===== config.mk =====
export PLATFORM = sky130hd
export DESIGN_NAME = dot_row_sched
export DESIGN_NICKNAME = d
export VERILOG_FILES = /design/src/rtl/dot_row_sched.sv
export SDC_FILE = /design/constraint.sdc
export NUM_CORES = 1
export LEC_CHECK = 0
export CAP_MARGIN = 0
export CORE_AREA = 2 2 422 424
export DETAILED_ROUTE_END_ITERATION = 8
export DIE_AREA = 0 0 424 426
export GPL_ROUTABILITY_DRIVEN = 0
export GPL_TIMING_DRIVEN = 0
export HOLD_SLACK_MARGIN = 0.15
export PLACE_DENSITY_LB_ADDON = 0.2
export SETUP_SLACK_MARGIN = 0.5
export SYNTH_ARGS = -nofsm -noshare
export SYNTH_HDL_FRONTEND = slang
export SYNTH_SLANG_ARGS = --single-unit

===== constraint.sdc =====
create_clock -name clk -period 2.26 [get_ports clk]
set_clock_uncertainty 0.15 [all_clocks]
set_input_delay 0.678 -clock clk [delete_from_list [all_inputs] [get_ports clk]]
set_output_delay 0.678 -clock clk [all_outputs]
set_load 0.1 [all_outputs]

===== src/rtl/dot_row_sched.sv =====
// dot_row_sched
// -------------
// Runs a matrix-vector product on a single shared 16-lane Q4.11 dot-product
// PE. The activation vector is latched when start is accepted. Then, for each
// weight row, the block:
//   1. reads the row from a 1-cycle-latency weight port,
//   2. releases the PE reset,
//   3. waits for pe_finish,
//   4. emits the 16-bit result on a valid/ready handshake.
//
// Build option:
//   DOT_ROW_SCHED_RELU_EN - when defined, negative PE results are written
//                           out as zero (ReLU). When undefined, results pass
//                           through unmodified.
//
// Ports:
//   clk, rst             clock, synchronous active-high reset
//   start                launch request (only honoured in IDLE)
//   num_rows             rows to process, clamped to 2**ROW_AW
//   in_vec               activation vector, latched with start
//   busy                 high while a job is in progress (through DONE)
//   done                 one-cycle completion pulse
//   w_rd_en              weight read strobe
//   w_rd_addr            weight row index
//   w_rd_data            weight row, valid the cycle after w_rd_en
//   pe_rst               PE synchronous reset; low only while the PE runs
//   pe_vec_a, pe_vec_b   registered PE operands
//   pe_dot, pe_finish    PE result and completion level
//   out_valid, out_ready result handshake
//   out_addr, out_data   row index and result of the current output

module dot_row_sched #(
    parameter int VEC_W  = 256,
    parameter int DATA_W = 16,
    parameter int ROW_AW = 6
) (
    input  logic              clk,
    input  logic              rst,
    input  logic              start,
    input  logic [ROW_AW:0]   num_rows,
    input  logic [VEC_W-1:0]  in_vec,
    output logic              busy,
    output logic              done,
    output logic              w_rd_en,
    output logic [ROW_AW-1:0] w_rd_addr,
    input  logic [VEC_W-1:0]  w_rd_data,
    output logic              pe_rst,
    output logic [VEC_W-1:0]  pe_vec_a,
    output logic [VEC_W-1:0]  pe_vec_b,
    input  logic [DATA_W-1:0] pe_dot,
    input  logic              pe_finish,
    output logic              out_valid,
    input  logic              out_ready,
    output logic [ROW_AW-1:0] out_addr,
    output logic [DATA_W-1:0] out_data
);

    typedef enum logic [2:0] {
        IDLE,
        FETCH,
        LOAD,
        RUN,
        WRITE,
        DONE
    } state_t;

    // Row count and row index are one bit wider than the address, so that a
    // full 64-row job can terminate on row+1 == count without wrapping.
    localparam logic [ROW_AW:0] MAX_ROWS = {1'b1, {ROW_AW{1'b0}}};

    state_t            state;
    state_t            state_nx;
    logic [ROW_AW:0]   row;
    logic [ROW_AW:0]   count;
    logic [ROW_AW:0]   rows_clamped;
    logic [ROW_AW:0]   row_inc;
    logic              last_row;
    logic [DATA_W-1:0] result_sel;

    always_comb begin
        rows_clamped = (num_rows > MAX_ROWS) ? MAX_ROWS : num_rows;
        row_inc      = row + 1'b1;
        last_row     = (row_inc == count);
    end

`ifdef DOT_ROW_SCHED_RELU_EN
    always_comb begin
        result_sel = pe_dot[DATA_W-1] ? '0 : pe_dot;
    end
`else
    always_comb begin
        result_sel = pe_dot;
    end
`endif

    // State register
    always_ff @(posedge clk) begin
        if (rst) begin
            state <= IDLE;
        end else begin
            state <= state_nx;
        end
    end

    // Next-state logic
    always_comb begin
        state_nx = state;
        case (state)
            IDLE: begin
                if (start) begin
                    state_nx = (rows_clamped == '0) ? DONE : FETCH;
                end
            end
            FETCH: state_nx = LOAD;
            LOAD:  state_nx = RUN;
            RUN: begin
                if (pe_finish) begin
                    state_nx = WRITE;
                end
            end
            WRITE: begin
                if (out_ready) begin
                    state_nx = last_row ? DONE : FETCH;
                end
            end
            DONE:    state_nx = IDLE;
            default: state_nx = IDLE;
        endcase
    end

    // Outputs decoded from state. All of them are driven by the state
    // register, so they are glitch-free.
    always_comb begin
        busy      = 1'b0;
        done      = 1'b0;
        w_rd_en   = 1'b0;
        out_valid = 1'b0;
        pe_rst    = 1'b1;
        w_rd_addr = row[ROW_AW-1:0];
        case (state)
            IDLE: ;
            FETCH: begin
                busy    = 1'b1;
                w_rd_en = 1'b1;
            end
            LOAD: begin
                busy = 1'b1;
            end
            RUN: begin
                busy   = 1'b1;
                pe_rst = 1'b0;
            end
            WRITE: begin
                busy      = 1'b1;
                out_valid = 1'b1;
            end
            DONE: begin
                busy = 1'b1;
                done = 1'b1;
            end
            default: ;
        endcase
    end

    // Datapath registers
    always_ff @(posedge clk) begin
        if (rst) begin
            row      <= '0;
            count    <= '0;
            pe_vec_a <= '0;
            pe_vec_b <= '0;
            out_addr <= '0;
            out_data <= '0;
        end else begin
            case (state)
                IDLE: begin
                    if (start) begin
                        pe_vec_a <= in_vec;
                        count    <= rows_clamped;
                        row      <= '0;
                    end
                end
                LOAD: begin
                    pe_vec_b <= w_rd_data;
                end
                RUN: begin
                    if (pe_finish) begin
                        out_data <= result_sel;
                        out_addr <= row[ROW_AW-1:0];
                    end
                end
                WRITE: begin
                    if (out_ready) begin
                        row <= row_inc;
                    end
                end
                default: ;
            endcase
        end
    end

endmodule


Yosys cells after proc, flatten, opt, wreduce, memory -nomap -nowiden. Cells that the tools add are included.

Logic and storage cells: 41. Register bits after elaboration: 551. Bits in writable memories: 0. Memories: 0. Memory bits (read-only): 0. Bits in latches: 0.

$mul: 0. Divide/modulo/power cells: 0. Add/sub/neg operators: 1. Order comparisons: 1. Eq/ne operators: 9. Mux-type cells: 15. Bitwise logic cells: 0. Shifts and indexed selects: 0. Reduce and logical (&&, ||, !) cells: 8.

Operator list (number): $mux 7 (3); $mux 3 (5); $pmux 3 s5 (1); $pmux 7 s2 (1); $add 7x1->7 const B (1); $eq 7x7->1 (1); $gt 7x7->1 const B (1); $logic_not 7->1 (1); $eq 3x2->1 const B (2); $eq 3x3->1 const B (2); $ne 2x2->1 const B (3); $reduce_and 3->1 (2); $mux 1 (5); $reduce_or 5->1 (1); $reduce_and 2->1 (2); $eq 3x1->1 const B (1); $logic_not 3->1 (1); $reduce_bool 2->1 (1).

Logic depth before layout (Yosys ltp).
Depth after elaboration: 6. Depth in mapped cells: 8. Gate-level depth less buffers: 6.

Least setup slack after synthesis. No wires, ideal clock.

Path kind: register -> output. Start: register state[0]. End: output port w_rd_en. Path buffers: 1. Data required time: 1.432 ns. Slack: -1.526 ns. Data arrival time: 2.958 ns. Cell stages (with the launch flop): 3. Cell sequence: dfxtp_1 > clkbuf_1 > nor3b_1.

Word-level cells in the longest chain between the ends: 2.

RTL lines: from (decl) (line 71) `state_t state;`; from (signal assigned) (line 101) `state <= state_nx;`; $eq 3x1->1 (line 140) `case (state)`; $mux 1 (line 140); to (decl) (line 44) `output logic w_rd_en,`.

No other way between the ends.

Final worst setup path.
Start: register state[2]. End: output port out_valid.

Word-level cells in the longest chain between the ends: 2.

RTL lines: $eq 3x3->1 (line 140); $mux 1 (line 140); to (decl) (line 52) `output logic out_valid,`.

No other way between the ends.

==> flow_metrics.env <==
export IMPL_stdcell_count=6115
export IMPL_cts_hold_fix_buffers=0
export IMPL_slew_headroom_pct=32.9
export IMPL_grt_max_degree=13
export IMPL_wl_um=134000
export IMPL_ys_types=34
export IMPL_fin_crit_sh_pct=113
export IMPL_via_count=21700
export IMPL_grt_pass1_vias=21200
export IMPL_tns_ps=-1290
export IMPL_cts_buffers=75
export IMPL_cts_root_buf="clkbuf_16"
export IMPL_critPathLaunchType="flop"
export IMPL_drtPass1Iterations=5
export IMPL_p_per_area_nw_per_um2=813
export IMPL_violations="setup timing"
export IMPL_synth_area_um2=19200
export IMPL_cts_tree="yes"
export IMPL_finalMaxSlewViolations=0
export IMPL_synth_warnings=0
export IMPL_critPathKind="flop to output pin"
export IMPL_worst_path_buf_inv=2
export IMPL_setup_viol=5
export IMPL_track_usage_pct=13.8
export IMPL_dp_hpwl_um=104000
export IMPL_ys_seq_elements=551
export IMPL_critPathMaxFanout=9
export IMPL_placedCellCount=5863
export IMPL_antenna_found_initial=22
export IMPL_cpPeakStageDelay_ps=350
export IMPL_hold_path_class="flop to flop"
export IMPL_mostFrequentLayoutCells="nand2_1, buf_12, clkdlybuf4s50_1, dfxtp_2, a21oi_1"
export IMPL_ir_drop_mv=0.469
export IMPL_portBuffers=1083
export IMPL_routed_via_density=3.56
export IMPL_worstMarginPinSlew_ps=1010
export IMPL_core_area_um2=176000
export IMPL_dieArea_um2=181000
export IMPL_fp_row_count=154
export IMPL_synth_top_area_share_pct=57.3
export IMPL_die_x_um=424
export IMPL_critPathTopFamily="buffers and inverters"
export IMPL_fmax_mhz=391
export IMPL_cp_arrival_ps=1730
export IMPL_wire_per_inst_um=21.9
export IMPL_initial_utilization_pct=11.0
export IMPL_drt_first_iter_violations=1005
export IMPL_synth_top_area_cell="dfxtp_1"
export IMPL_clk_latency_ps=680
export IMPL_min_period_ps=2560
export IMPL_drive_gt1_share_pct=44.3
export IMPL_ys_top_cells_by_area="dfxtp_1, nand2_1, a21oi_1"
export IMPL_final_common_cell="nand2_1"
export IMPL_clk_pin_slew_ps=60
export IMPL_outcome="complete, but fails checks"
export IMPL_clock_sinks=551
export IMPL_power_leakage_nw=16.6
export IMPL_io_pins=1085
export IMPL_grt_pass1_wl_um=175000
export IMPL_crit_chain="buf_8 > nor3b_4 > buf_12"
export IMPL_clock_path_buffers=3
export IMPL_synthCells=2440
export IMPL_end_kind="output pin"
export IMPL_nets=4250
export IMPL_area_growth_pct=133
export IMPL_seq_area_frac_synth_pct=57.3
export IMPL_rsz0062_at_grt="yes"
export IMPL_syn_area_per_cell_um2=7.89
export IMPL_slowest_stage="nor3b_4"
export IMPL_htree_levels=3
export IMPL_synth_fp_nets=2981
export IMPL_route_detailed_drc=0
export IMPL_finalHoldViolCount=0
export IMPL_overflow=0
export IMPL_setup_slack_ps=-295
export IMPL_crit_required_ps=1430
export IMPL_maxCapViolCount=0
export IMPL_die_h_um=426
export IMPL_final_antenna_net_count=0
[sequential cells by signal, indices dropped and copies added (netlist names)]
signal,count
out_data,16
pe_vec_b,256
out_addr,6
count,7
state,3
row,7
pe_vec_a,256
[tightest hold or removal path: stages, from the launching register on]
cell     delay [ps]
dfxtp_1         320
nand2_1          50
a21oi_1          50
[layout make-up]
| cell class | instances | area [um2] |
|---|---|---|
| Clock inverter | 24 | 337 |
| Antenna cell | 6 | 15.0 |
| Fill cell | 19000 | 131000 |
| Buffer | 189 | 1750 |
| Multi-Input combinational cell | 1700 | 8020 |
| Sequential cell | 551 | 11900 |
| Timing Repair Buffer | 1192 | 17800 |
| Clock buffer | 113 | 2230 |
| Tap cell | 2340 | 2930 |
[kinds of logic after synthesis]
logic type	synth area share (%)
AO/OA/AOI/OAI	14.6
buffers and inverters	4.69
AND/OR/NAND/NOR	22.7
multiplexers	0.0585
adder cells (fa/ha/maj)	0.0650
flip-flops	57.3
XOR/XNOR	0.501
[per-stage QoR]
step	instance area (um2)	setup slack (ps)	util, %	hold slack, ps	total power, W
2_1_floorplan	19300	-31.4	-	293	0.0175
3_5_place_dp	33100	-1230	18.8	296	0.0212
5_1_grt	44900	-409	25.5	299	0.0380
4_1_cts	42400	-427	24.1	265	0.0361
3_3_place_gp	33100	-1640	18.8	292	0.0212
6_report	44900	-295	25.6	313	0.0365
[synth_stat cells]
cell / number
nand2_1: 1082
dfxtp_1: 551
a21oi_1: 549
clkbuf_1: 93
buf_2: 73
buf_6: 10
xnor2_1: 9
buf_4: 7
nor2_1: 7
o21ai_0: 7
buf_1: 6
nand3_1: 6
nand3b_1: 6
and3_1: 4
nor4_1: 4
a32oi_1: 2
and2b_2: 2
nand2b_1: 2
nand4b_1: 2
nor3_1: 2
or3_1: 2
xor2_1: 2
and2_1: 1
and3b_2: 1
ha_1: 1
mux2_2: 1
nand2_4: 1
nor2b_1: 1
nor2b_4: 1
nor3_4: 1
nor3b_1: 1
nor3b_4: 1
o2111ai_1: 1
o21ba_2: 1
[where the power goes]
| part | switching, W | internal (W) |
|---|---|---|
| logic | 0.00789 | 0.00486 |
| registers | 0.000767 | 0.0105 |
| clock network | 0.00519 | 0.00725 |
| total | 0.0138 | 0.0227 |
[metal layers]
layer	wire length, um	global-route usage (%)	up-vias
met5	126	0	-
met4	3820	4.99	20
met3	8550	3.82	160
met2	69200	24.5	694
met1	52000	15.7	10400
li1	-	-	10400
[timing repair]
item,4_1_cts,5_1_grt
gates cloned,1,27
buffers inserted,36,45
pin swaps,0,47
endpoints found under the setup margin,1089,1095
gates resized for setup,5570,474
[worst paths after layout]
check | end | start | slack (ps) | cells after the start
setup / recovery | out_valid | state[2]$_SDFFE_PP0P_ | -300 | 3
hold / removal | count[4]$_SDFFE_PP0P_ | count[4]$_SDFFE_PP0P_ | 310 | 2
setup reg to reg | pe_vec_b[77]$_SDFFE_PP0P_ | state[2]$_SDFFE_PP0P_ | 60 | 12
hold reg to reg | count[4]$_SDFFE_PP0P_ | count[4]$_SDFFE_PP0P_ | 310 | 2
No activity file was read; power rests on OpenSTA's default activity.
